`src/rtl/float_operand_join_if.sv`:
```
// Stream bundle for float_operand_join: three operand input channels (a, b, c)
// and the joined operand triple output. The slave modport is the join block's
// view; the master modport is the view of whatever drives and consumes it.
interface float_operand_join_if #(
    parameter int SIZE = 32
);
    logic [SIZE-1:0] s_axis_a_tdata;
    logic [SIZE-1:0] s_axis_b_tdata;
    logic [SIZE-1:0] s_axis_c_tdata;
    logic            s_axis_a_tvalid;
    logic            s_axis_b_tvalid;
    logic            s_axis_c_tvalid;
    logic            s_axis_a_tready;
    logic            s_axis_b_tready;
    logic            s_axis_c_tready;

    logic [SIZE-1:0] m_axis_a_tdata;
    logic [SIZE-1:0] m_axis_b_tdata;
    logic [SIZE-1:0] m_axis_c_tdata;
    logic            m_axis_a_tvalid;
    logic            m_axis_b_tvalid;
    logic            m_axis_c_tvalid;
    logic            m_axis_a_tready;
    logic            m_axis_b_tready;
    logic            m_axis_c_tready;

    modport slave (
        input  s_axis_a_tdata, s_axis_b_tdata, s_axis_c_tdata,
        input  s_axis_a_tvalid, s_axis_b_tvalid, s_axis_c_tvalid,
        output s_axis_a_tready, s_axis_b_tready, s_axis_c_tready,
        output m_axis_a_tdata, m_axis_b_tdata, m_axis_c_tdata,
        output m_axis_a_tvalid, m_axis_b_tvalid, m_axis_c_tvalid,
        input  m_axis_a_tready, m_axis_b_tready, m_axis_c_tready
    );

    modport master (
        output s_axis_a_tdata, s_axis_b_tdata, s_axis_c_tdata,
        output s_axis_a_tvalid, s_axis_b_tvalid, s_axis_c_tvalid,
        input  s_axis_a_tready, s_axis_b_tready, s_axis_c_tready,
        input  m_axis_a_tdata, m_axis_b_tdata, m_axis_c_tdata,
        input  m_axis_a_tvalid, m_axis_b_tvalid, m_axis_c_tvalid,
        output m_axis_a_tready, m_axis_b_tready, m_axis_c_tready
    );
endinterface

```
`src/rtl/float_operand_join.sv`:
```
// float_operand_join: buffers three independent operand streams in per-channel
// FIFOs and emits them as aligned triples through a single output register.
// The k-th output triple is always the k-th beat accepted on each channel, so
// channels may arrive with arbitrary skew (up to DEPTH beats per channel).
// Operand values are never inspected; data passes through bit-exact.
// Note: aresetn is a synchronous reset that is active HIGH despite its name.
module float_operand_join #(
    parameter int SIZE  = 32,
    parameter int DEPTH = 4
) (
    input  logic                 aclk,
    input  logic                 aresetn,
    float_operand_join_if.slave  axis,
    output logic [31:0]          joined_count
);

    localparam int PTR_W = (DEPTH > 1) ? $clog2(DEPTH) : 1;
    localparam int OCC_W = PTR_W + 1;
    localparam logic [OCC_W-1:0] OCC_FULL = OCC_W'(DEPTH);
    localparam logic [PTR_W-1:0] PTR_LAST = PTR_W'(DEPTH - 1);

    // Channel index 0 = a, 1 = b, 2 = c throughout.
    logic [SIZE-1:0]  in_data  [3];
    logic [2:0]       in_valid;
    logic [2:0]       in_ready;
    logic [2:0]       push;

    logic [SIZE-1:0]  fifo_mem [3][DEPTH];
    logic [PTR_W-1:0] wr_ptr   [3];
    logic [PTR_W-1:0] rd_ptr   [3];
    logic [OCC_W-1:0] occ      [3];

    logic [SIZE-1:0]  out_data [3];
    logic             out_valid;
    logic             out_ready;
    logic             all_nonempty;
    logic             do_join;
    logic             do_xfer;

    // Gather the channels into arrays and decide this cycle's writes, join and transfer.
    always_comb begin
        in_data[0] = axis.s_axis_a_tdata;
        in_data[1] = axis.s_axis_b_tdata;
        in_data[2] = axis.s_axis_c_tdata;
        in_valid   = {axis.s_axis_c_tvalid, axis.s_axis_b_tvalid, axis.s_axis_a_tvalid};
        out_ready  = axis.m_axis_a_tready & axis.m_axis_b_tready & axis.m_axis_c_tready;
        in_ready   = '0;
        push       = '0;
        for (int i = 0; i < 3; i++) begin
            // Readiness looks only at stored occupancy; a pop this cycle does not free a slot early.
            in_ready[i] = ~aresetn & (occ[i] != OCC_FULL);
            push[i]     = in_valid[i] & in_ready[i];
        end
        all_nonempty = (occ[0] != '0) & (occ[1] != '0) & (occ[2] != '0);
        do_join      = all_nonempty & (~out_valid | out_ready);
        do_xfer      = out_valid & out_ready;
    end

    assign axis.s_axis_a_tready = in_ready[0];
    assign axis.s_axis_b_tready = in_ready[1];
    assign axis.s_axis_c_tready = in_ready[2];

    assign axis.m_axis_a_tdata  = out_data[0];
    assign axis.m_axis_b_tdata  = out_data[1];
    assign axis.m_axis_c_tdata  = out_data[2];

    // The output valid is masked while reset is held so nothing leaks out during the reset cycle.
    assign axis.m_axis_a_tvalid = out_valid & ~aresetn;
    assign axis.m_axis_b_tvalid = out_valid & ~aresetn;
    assign axis.m_axis_c_tvalid = out_valid & ~aresetn;

    // FIFO storage needs no reset: occupancy guarantees stale entries are never read.
    always_ff @(posedge aclk) begin
        for (int i = 0; i < 3; i++) begin
            if (push[i]) begin
                fifo_mem[i][wr_ptr[i]] <= in_data[i];
            end
        end
    end

    // Pointers, occupancies, output register and transfer counter.
    always_ff @(posedge aclk) begin
        if (aresetn) begin
            for (int i = 0; i < 3; i++) begin
                wr_ptr[i]   <= '0;
                rd_ptr[i]   <= '0;
                occ[i]      <= '0;
                out_data[i] <= '0;
            end
            out_valid    <= 1'b0;
            joined_count <= 32'd0;
        end else begin
            for (int i = 0; i < 3; i++) begin
                if (push[i]) begin
                    wr_ptr[i] <= (wr_ptr[i] == PTR_LAST) ? '0 : wr_ptr[i] + PTR_W'(1);
                end
                if (do_join) begin
                    rd_ptr[i]   <= (rd_ptr[i] == PTR_LAST) ? '0 : rd_ptr[i] + PTR_W'(1);
                    out_data[i] <= fifo_mem[i][rd_ptr[i]];
                end
                if (push[i] && !do_join) begin
                    occ[i] <= occ[i] + OCC_W'(1);
                end else if (!push[i] && do_join) begin
                    occ[i] <= occ[i] - OCC_W'(1);
                end
            end
            if (do_join) begin
                out_valid <= 1'b1;
            end else if (do_xfer) begin
                out_valid <= 1'b0;
            end
            if (do_xfer) begin
                joined_count <= joined_count + 32'd1;
            end
        end
    end

endmodule

```
`src/flat_wrapper.sv`:
```
// flat-port wrapper written by rule: the top's interface ports become plain ports
module float_operand_join_flat 
#(
    parameter int SIZE  = 32,
    parameter int DEPTH = 4
)
  (aclk, aresetn, joined_count, axis_s_axis_a_tdata, axis_s_axis_b_tdata, axis_s_axis_c_tdata, axis_s_axis_a_tvalid, axis_s_axis_b_tvalid, axis_s_axis_c_tvalid, axis_s_axis_a_tready, axis_s_axis_b_tready, axis_s_axis_c_tready, axis_m_axis_a_tdata, axis_m_axis_b_tdata, axis_m_axis_c_tdata, axis_m_axis_a_tvalid, axis_m_axis_b_tvalid, axis_m_axis_c_tvalid, axis_m_axis_a_tready, axis_m_axis_b_tready, axis_m_axis_c_tready);
  float_operand_join_if #(.SIZE(SIZE)) axis_i ();
  input  logic aclk;
  input  logic aresetn;
  output logic [31:0] joined_count;
  input wire logic [$bits(axis_i.s_axis_a_tdata)-1:0] axis_s_axis_a_tdata;
  input wire logic [$bits(axis_i.s_axis_b_tdata)-1:0] axis_s_axis_b_tdata;
  input wire logic [$bits(axis_i.s_axis_c_tdata)-1:0] axis_s_axis_c_tdata;
  input wire logic [$bits(axis_i.s_axis_a_tvalid)-1:0] axis_s_axis_a_tvalid;
  input wire logic [$bits(axis_i.s_axis_b_tvalid)-1:0] axis_s_axis_b_tvalid;
  input wire logic [$bits(axis_i.s_axis_c_tvalid)-1:0] axis_s_axis_c_tvalid;
  output wire logic [$bits(axis_i.s_axis_a_tready)-1:0] axis_s_axis_a_tready;
  output wire logic [$bits(axis_i.s_axis_b_tready)-1:0] axis_s_axis_b_tready;
  output wire logic [$bits(axis_i.s_axis_c_tready)-1:0] axis_s_axis_c_tready;
  output wire logic [$bits(axis_i.m_axis_a_tdata)-1:0] axis_m_axis_a_tdata;
  output wire logic [$bits(axis_i.m_axis_b_tdata)-1:0] axis_m_axis_b_tdata;
  output wire logic [$bits(axis_i.m_axis_c_tdata)-1:0] axis_m_axis_c_tdata;
  output wire logic [$bits(axis_i.m_axis_a_tvalid)-1:0] axis_m_axis_a_tvalid;
  output wire logic [$bits(axis_i.m_axis_b_tvalid)-1:0] axis_m_axis_b_tvalid;
  output wire logic [$bits(axis_i.m_axis_c_tvalid)-1:0] axis_m_axis_c_tvalid;
  input wire logic [$bits(axis_i.m_axis_a_tready)-1:0] axis_m_axis_a_tready;
  input wire logic [$bits(axis_i.m_axis_b_tready)-1:0] axis_m_axis_b_tready;
  input wire logic [$bits(axis_i.m_axis_c_tready)-1:0] axis_m_axis_c_tready;
  assign axis_i.s_axis_a_tdata = axis_s_axis_a_tdata;
  assign axis_i.s_axis_b_tdata = axis_s_axis_b_tdata;
  assign axis_i.s_axis_c_tdata = axis_s_axis_c_tdata;
  assign axis_i.s_axis_a_tvalid = axis_s_axis_a_tvalid;
  assign axis_i.s_axis_b_tvalid = axis_s_axis_b_tvalid;
  assign axis_i.s_axis_c_tvalid = axis_s_axis_c_tvalid;
  assign axis_s_axis_a_tready = axis_i.s_axis_a_tready;
  assign axis_s_axis_b_tready = axis_i.s_axis_b_tready;
  assign axis_s_axis_c_tready = axis_i.s_axis_c_tready;
  assign axis_m_axis_a_tdata = axis_i.m_axis_a_tdata;
  assign axis_m_axis_b_tdata = axis_i.m_axis_b_tdata;
  assign axis_m_axis_c_tdata = axis_i.m_axis_c_tdata;
  assign axis_m_axis_a_tvalid = axis_i.m_axis_a_tvalid;
  assign axis_m_axis_b_tvalid = axis_i.m_axis_b_tvalid;
  assign axis_m_axis_c_tvalid = axis_i.m_axis_c_tvalid;
  assign axis_i.m_axis_a_tready = axis_m_axis_a_tready;
  assign axis_i.m_axis_b_tready = axis_m_axis_b_tready;
  assign axis_i.m_axis_c_tready = axis_m_axis_c_tready;
  float_operand_join #(.SIZE(SIZE), .DEPTH(DEPTH)) u_core (.aclk(aclk), .aresetn(aresetn), .axis(axis_i), .joined_count(joined_count));
endmodule
```
`config.mk`:
```
export PLATFORM = sky130hd
export DESIGN_NAME = float_operand_join_flat
export DESIGN_NICKNAME = d
export VERILOG_FILES = /design/src/rtl/float_operand_join_if.sv /design/src/rtl/float_operand_join.sv /design/src/flat_wrapper.sv
export SDC_FILE = /design/constraint.sdc
export NUM_CORES = 1
export LEC_CHECK = 0
export CAP_MARGIN = 10
export CORE_MARGIN = 2
export CORE_UTILIZATION = 57
export CTS_CLUSTER_DIAMETER = 200
export DETAILED_ROUTE_END_ITERATION = 8
export DONT_BUFFER_PORTS = 1
export PLACE_DENSITY = 0.75
export SETUP_SLACK_MARGIN = 0.2
export SKIP_LAST_GASP = 1
export SLEW_MARGIN = 25
export SYNTH_ARGS = -nofsm -noshare
export SYNTH_HDL_FRONTEND = slang
export SYNTH_SLANG_ARGS = --single-unit
export TNS_END_PERCENT = 5
```
`constraint.sdc`:
```
create_clock -name aclk -period 3.9 [get_ports aclk]
set_input_delay 0.39 -clock aclk [delete_from_list [all_inputs] [get_ports aclk]]
set_output_delay 0.39 -clock aclk [all_outputs]
set_load 0.01 [all_outputs]
```
==> qor.yml, run 1 <==
yosys-top-cells-area: "edfxtp_1, mux4_2, dfxtp_1"
grt.total_usage_pct: 19.9
grt_start_max_net_pins: 71
instances_no_fill: 1652
synth.avg_cell_area_sq_um: 19.7
finClkSkew_ns: 0.0210
netlist_area_sq_um: 20300
area_delta_synth_final_pct: 15.9
grt_overflow: 0
ant_nets: 0
dieArea_sq_um: 37200
cts_buffer_depth: 3
drc: 0
intPower_mw: 11.7
timing.final.crit_share_pct: 74.6
fin_util_pct: 66.7
die_y_um: 193
drt_iter0_markers: 530
cellPowerDensity_nw_per_um2: 676
synthArstFlopShare_pct: 0
antenna_found_initial: 1
clk_latency_ns: 0.58
synth_top_cell_by_area: "edfxtp_1"
crit_path_cell_trace: "inv_1 > ha_1 > a21oi_1 > nand2_1 > or3_1 > fa_1 > xor2_1 > nor3b_1 > a31oi_1 > o32ai_1"
vias_per_cell: 5.79
synth.most_common_cell: "edfxtp_1"
fillers: 2234
pwr-share-comb_pct: 18.1
cp-start-kind: "flip-flop"
ys_types: 42
gp_congestion: 0.774
grt_pass1_wl_um: 55500
syn-num-nets: 1158
worst-setup-path-type: "reg -> reg"
dp.cells: 1459
ys_seq_area_share_pct: 77.2
worstHoldPathType: "in -> reg"
slowest_stage: "or3_1"
pwr-share-seq_pct: 50.9
rows: 69
status: "finished, final reports clean"
hpwlAfterDp_um: 21300
cts_num_sinks: 534
leakage_nw: 7.64
grt_setup_unrepaired: "false"
critical-path-max-stage-delay_ns: 0.39
fp.coreArea_sq_um: 35300
hold_violations: 0
wirelength_um: 36800
synth_top_area_share_pct: 74.0
fin_setup_tns_ns: 0
p_clk_share_pct: 31.0
cp_data_required_time_ns: 4.21
start_util_pct: 57.6
nets: 1276
port_buffers: 0
ys_warn_count: 0
synthCells: 1033
slew_viol_final: 0
maxCapViolations: 0
die_w_um: 193
htreeDepth: 2
cp_max_fo: 9
finalCriticalPeriod_ns: 2.91
numCtsBuffers: 53
max_clock_freq_mhz: 344
ys_ff_latch: 534
cp_data_arrival_time_ns: 3.22
worst_slew_pin_slew_ns: 0.950
cp-end-kind: "flip-flop"
root_buffer: "clkbuf_16"
p_sw_mw: 4.23
cts.clk_slew.worst_paths_ns: 0.06
slew_headroom_pct: 36.7
io_pins: 238
drive_gt1_share_pct: 16.9
setup_violations: 0
p_sw_share_pct: 26.6
grt_pass1_vias: 9904
cts_tree: "done"
vdd_drop_max_mv: 0.464
synth_common_cells: "edfxtp_1, nor2b_1, mux4_2"
vias: 9567
synth-edff-count: 501
routedWlPerCell_um: 22.3
first_pass_iters: 5
ys.flop_type: "edfxtp_1"
## routing by layer
| metal | GRT usage (%) | routed length (um) |
|---|---|---|
| met5 | 0 | 0 |
| met4 | 7.75 | 1120 |
| met3 | 5.47 | 2590 |
| met2 | 32.8 | 18600 |
| met1 | 25.1 | 14500 |
## final timing paths
| check | from | endpoint | slack, ns | depth (start not counted) |
|---|---|---|---|---|
| worst max register to register | u_core.occ[2][0]$_DFFE_PP_ | u_core.occ[0][2]$_SDFFCE_PP0P_ | 0.99 | 10 |
| worst min register to register | u_core.joined_count[31]$_SDFFE_PP0P_ | u_core.joined_count[31]$_SDFFE_PP0P_ | 0.54 | 2 |
| worst max-delay path | u_core.occ[2][0]$_DFFE_PP_ | u_core.occ[0][2]$_SDFFCE_PP0P_ | 0.99 | 10 |
| worst min-delay path | aresetn | u_core.occ[0][2]$_SDFFCE_PP0P_ | 0.04 | 1 |
## critical path, delay by kind of cell, from the launching register on
kind / cells / cell delay, ns
compound gates: 3 / 0.56
xor+xnor: 1 / 0.28
fa+ha+maj: 2 / 0.61
buf+inv: 1 / 0.08
flops: 1 / 0.35
simple gates: 3 / 0.77
## power by group through the flow
stage                     Clock (mW)  Sequential, mW  Combinational, mW
after global routing            5.26            8.19               3.17
after floorplan                    0            8.01               2.21
after CTS                       5.03            8.13               2.95
final                           4.94            8.11               2.88
after detailed placement           0            8.25               2.80
after global placement             0            8.22               2.76
## per-stage QoR
| step | hold WS (ns) | worst slack, ns | power, mW | cell area, sq um |
|---|---|---|---|---|
| after floorplan | 0.489 | 1.16 | 10.2 | 20300 |
| after global placement | 0.489 | 1.10 | 11.0 | 20900 |
| after detailed placement | 0.489 | 1.01 | 11.0 | 20900 |
| after CTS | 0.00125 | 0.997 | 16.1 | 23600 |
| after global routing | 0.0106 | 0.762 | 16.6 | 23600 |
| final | 0.0355 | 0.989 | 15.9 | 23600 |
## timing repair
action	in CTS	in global routing
resized for setup	0	0
hold buffers	98	0
buffers inserted	0	0
hold endpoints to repair	415	0
## cells in the final DEF, fill, tap and decap left out, drive strengths merged, types with 18 or more instances in the layout
cell / n
dfxtp: 33
clkbuf: 65
xnor2: 19
nor2: 34
ha: 19
a21oi: 18
clkinv: 18
edfxtp: 501
nor2b: 98
inv: 22
dlygate4sd3: 97
mux4: 96
## cell type report
| cell class | instances | area (sq um) | share of cell area (%) |
|---|---|---|---|
| inverter | 20 | 75.1 | 0.319 |
| sequential | 534 | 15700 | 66.7 |
| clock inverter | 29 | 278 | 1.18 |
| clock buffer | 65 | 1410 | 6.00 |
| antenna | 1 | 2.50 | 0.0106 |
| tap | 461 | 577 | 2.45 |
| multi-input combinational | 432 | 4390 | 18.6 |
| timing repair buffer | 110 | 1120 | 4.75 |
## cells by family (layout without fill, tap and decap cells)
group | count (synthesis) | count (layout) | share of synthesized area, %
compound gates | 40 | 40 | 1.18
xor+xnor | 25 | 25 | 1.08
fa+ha+maj | 21 | 21 | 1.37
buf+inv | 67 | 224 | 1.32
flops | 534 | 534 | 77.2
mux | 98 | 98 | 10.7
other cells | 0 | 1 | 0
simple gates | 248 | 248 | 7.08
## sequential cells by signal (all words and copies together), names as in the netlist
signal / cells
u_core.fifo_mem: 384
u_core.out_data: 96
u_core.joined_count: 32
u_core.occ: 9
u_core.rd_ptr: 6
u_core.wr_ptr: 6
u_core.out_valid: 1
No activity file was read; power rests on OpenSTA's default activity.
==> run 2, diff against run 1 <==
--- a/config.mk
+++ b/config.mk
@@ -5,13 +5,14 @@
 export SDC_FILE = /design/constraint.sdc
 export NUM_CORES = 1
 export LEC_CHECK = 0
+export ABC_AREA = 1
 export CAP_MARGIN = 10
 export CORE_MARGIN = 2
-export CORE_UTILIZATION = 57
+export CORE_UTILIZATION = 63
 export CTS_CLUSTER_DIAMETER = 200
 export DETAILED_ROUTE_END_ITERATION = 8
 export DONT_BUFFER_PORTS = 1
-export PLACE_DENSITY = 0.75
+export PLACE_DENSITY = 0.79
 export SETUP_SLACK_MARGIN = 0.2
 export SKIP_LAST_GASP = 1
 export SLEW_MARGIN = 25
==> constraint.sdc (replaced) <==
create_clock -name aclk -period 2.91 [get_ports aclk]
set_input_delay 0.291 -clock aclk [delete_from_list [all_inputs] [get_ports aclk]]
set_output_delay 0.291 -clock aclk [all_outputs]
set_load 0.01 [all_outputs]
==> qor.yml, run 2 <==
status: "finished, final reports clean"  # unchanged
ys_types: 34  # was 42
cp.depth: 11  # was 10
synth.most_common_cell: "edfxtp_1"  # unchanged
slowest_stage: "fa_1"  # was or3_1
grt_overflow: 0  # unchanged
numCtsBuffers: 52  # was 53
grt_pass1_vias: 12900  # was 9904
most-common-layout-cells: "edfxtp_1, nor2_1, o21ai_0, nand2_1, dlygate4sd3_1"  # was edfxtp_1, nor2b_1, dlygate4sd3_1, mux4_2, clkbuf_16
synth-edff-count: 501  # unchanged
synthArstFlopShare_pct: 0  # unchanged
port_buffers: 0  # unchanged
timing.final.crit_share_pct: 81.5  # was 74.6%
die_y_um: 187  # was 193 um
setup_violations: 0  # unchanged
fillers: 2083  # was 2234
critical_path_buf_inv_count: 2  # was 1
synthCells: 1663  # was 1033
max_clock_freq_mhz: 422  # was 344 MHz
grt_pass1_wl_um: 68100  # was 55500 um
vias: 12900  # was 9567
die_w_um: 187  # was 193 um
finClkSkew_ns: 0.0309  # was 0.0210 ns
gp_congestion: 0.844  # was 0.774
crit_family: "adder cells"  # was simple AND/OR/NAND/NOR gates
cp-end-kind: "flip-flop"  # unchanged
ys_warn_count: 0  # unchanged
grt_setup_unrepaired: "false"  # unchanged
synth_common_cells: "edfxtp_1, nor2_1, o21ai_0"  # was edfxtp_1, nor2b_1, mux4_2
yosys-top-cells-area: "edfxtp_1, nor2_1, o21ai_0"  # was edfxtp_1, mux4_2, dfxtp_1
vdd_drop_max_mv: 0.580  # was 0.464 mV
rr_worst_depth: 11  # was 10
dieArea_sq_um: 35000  # was 37200 sq um
hpwlAfterDp_um: 24200  # was 21300 um
ys_ff_latch: 534  # unchanged
cp-start-kind: "flip-flop"  # unchanged
synth.avg_cell_area_sq_um: 12.7  # was 19.7 sq um
fp.coreArea_sq_um: 33300  # was 35300 sq um
worstHoldPathType: "in -> reg"  # unchanged
wirelength_um: 43500  # was 36800 um
cts_setup_buffers: 0  # unchanged
nets: 1895  # was 1276
finalCriticalPeriod_ns: 2.37  # was 2.91 ns
vias_per_cell: 5.70  # was 5.79
largest_register_ffs: 384  # unchanged
crit_path_cell_trace: "inv_1 > ha_1 > nand2_1 > nand2_1 > nor2_4 > nand4_1 > fa_1 > xor2_1 > xor2_1 > inv_1 > nor2_1"  # was inv_1 > ha_1 > a21oi_1 > nand2_1 > or3_1 > fa_1 > xor2_1 > nor3b_1 > a31oi_1 > o32ai_1
cp_max_fo: 4  # was 9
cts_num_sinks: 534  # unchanged
ys_seq_area_share_pct: 74.3  # was 77.2%
slew_viol_final: 0  # unchanged
hold_violations: 0  # unchanged
grt.total_usage_pct: 24.9  # was 19.9%
leakage_nw: 8.24  # was 7.64 nW
synth_top_area_share_pct: 71.2  # was 74.0%
routedWlPerCell_um: 19.2  # was 22.3 um
ys.flop_type: "edfxtp_1"  # unchanged
start_util_pct: 63.5  # was 57.6%
netlist_area_sq_um: 21100  # was 20300 sq um
grt_start_max_net_pins: 67  # was 71
fin_util_pct: 73.2  # was 66.7%
drt_iter0_markers: 1080  # was 530
cts_buffer_depth: 3  # unchanged
whs_path_depth: 2  # was 1
multi_input_area_sq_um: 4930  # was 4390 sq um
cts_tree: "done"  # unchanged
mostFrequentLayoutCell: "edfxtp_1"  # unchanged
critical-path-max-stage-delay_ns: 0.48  # was 0.39 ns
maxCapViolations: 0  # unchanged
cts.clk_slew.worst_paths_ns: 0.06  # about the same
root_buffer: "clkbuf_16"  # unchanged
clk_latency_ns: 0.59  # was 0.58 ns
synth_top_cell_by_area: "edfxtp_1"  # unchanged
rows: 67  # was 69
ant_nets: 0  # unchanged
slew_headroom_pct: 35.0  # was 36.7%
htreeDepth: 2  # unchanged
syn-num-nets: 1788  # was 1158
drc: 0  # unchanged
cellPowerDensity_nw_per_um2: 911  # was 676 nW/um^2
cp_data_arrival_time_ns: 2.68  # was 3.22 ns
first_pass_iters: 5  # unchanged
worst-setup-path-type: "reg -> reg"  # unchanged
fin_setup_tns_ns: 0  # unchanged
seqCellArea_sq_um: 15700  # unchanged
cp_data_required_time_ns: 3.22  # was 4.21 ns
area_delta_synth_final_pct: 15.3  # was 15.9%
drive_gt1_share_pct: 11.8  # was 16.9%
antenna_found_initial: 3  # was 1
io_pins: 238  # unchanged
worst_slew_pin_slew_ns: 0.974  # was 0.950 ns
## run 2: path summary, 6_finish.rpt
| path | slack [ns] | start | to |
|---|---|---|---|
| setup / recovery | 0.54 | u_core.occ[2][0]$_DFFE_PP_ | u_core.occ[0][2]$_SDFFCE_PP0P_ |
| hold / removal | 0.11 | axis_s_axis_b_tvalid | u_core.occ[1][0]$_SDFFCE_PP0P_ |
| setup reg to reg | 0.54 | u_core.occ[2][0]$_DFFE_PP_ | u_core.occ[0][2]$_SDFFCE_PP0P_ |
| hold reg to reg | 0.56 | u_core.joined_count[20]$_SDFFE_PP0P_ | u_core.joined_count[20]$_SDFFE_PP0P_ |
## run 2: cell type report
| cell class | instances | share of cell area, % |
|---|---|---|
| flip-flops and latches | 534 | 64.4 |
| well taps | 448 | 2.30 |
| diodes | 2 | 0.0205 |
| multi-input cells | 988 | 20.2 |
| repair buffers | 132 | 5.45 |
| inverters | 62 | 0.955 |
| clock inverters | 28 | 1.03 |
| clock buffers | 65 | 5.58 |
## run 2: what timing repair did
| action | 4_1_cts | 5_1_grt |
|---|---|---|
| gates resized for setup | 0 | 0 |
| endpoints found under the hold margin | 393 | 0 |
| hold buffers | 100 | 0 |
## run 2: per-layer routing
| metal | vias up | GRT usage (%) | wire length (um) |
|---|---|---|---|
| met3 | 72 | 6.19 | 3300 |
| li1 | 6048 | - | - |
| met1 | 6276 | 30.6 | 16700 |
| met2 | 476 | 44.2 | 22500 |
| met4 | 2 | 6.81 | 884 |
| met5 | - | 0 | 7 |
## run 2: power breakdown
part           switching (mW)  internal (mW)  total, mW
Combinational            3.57           1.46       5.04
Sequential              0.832           9.95       10.8
Clock                    2.72           3.66       6.38
## run 2: logic make-up (layout without fill, tap and decap cells)
logic type	after synthesis	in the layout	share of synthesized area [%]
other cells	0	2	0
simple gates	626	626	11.9
compound gates	334	334	9.27
fa+ha+maj	21	21	1.31
flops	534	534	74.3
xor+xnor	7	7	0.290
buf+inv	141	287	2.93
## run 2: worst register-to-register path, cell delays in order, from the launching register on
cell	delay (ns)
edfxtp_1	0.37
inv_1	0.08
ha_1	0.22
nand2_1	0.07
nand2_1	0.08
nor2_4	0.13
nand4_1	0.25
fa_1	0.48
xor2_1	0.17
xor2_1	0.18
inv_1	0.07
nor2_1	0.04
## run 2: per-stage QoR
step / hold slack (ns) / worst slack (ns) / cell area, sq um / power, mW / std cells
4_1_cts: 0.0800 / 0.550 / 24400 / 22.3 / 2257
6_report: 0.106 / 0.539 / 24400 / 22.2 / 2259
3_3_place_gp: 0.362 / 0.678 / 21800 / 15.6 / 2064
5_1_grt: 0.145 / 0.409 / 24400 / 23.2 / 2259
2_1_floorplan: 0.390 / -0.0163 / 21100 / 14.4 / 1663
3_5_place_dp: 0.365 / 0.597 / 21800 / 15.8 / 2064
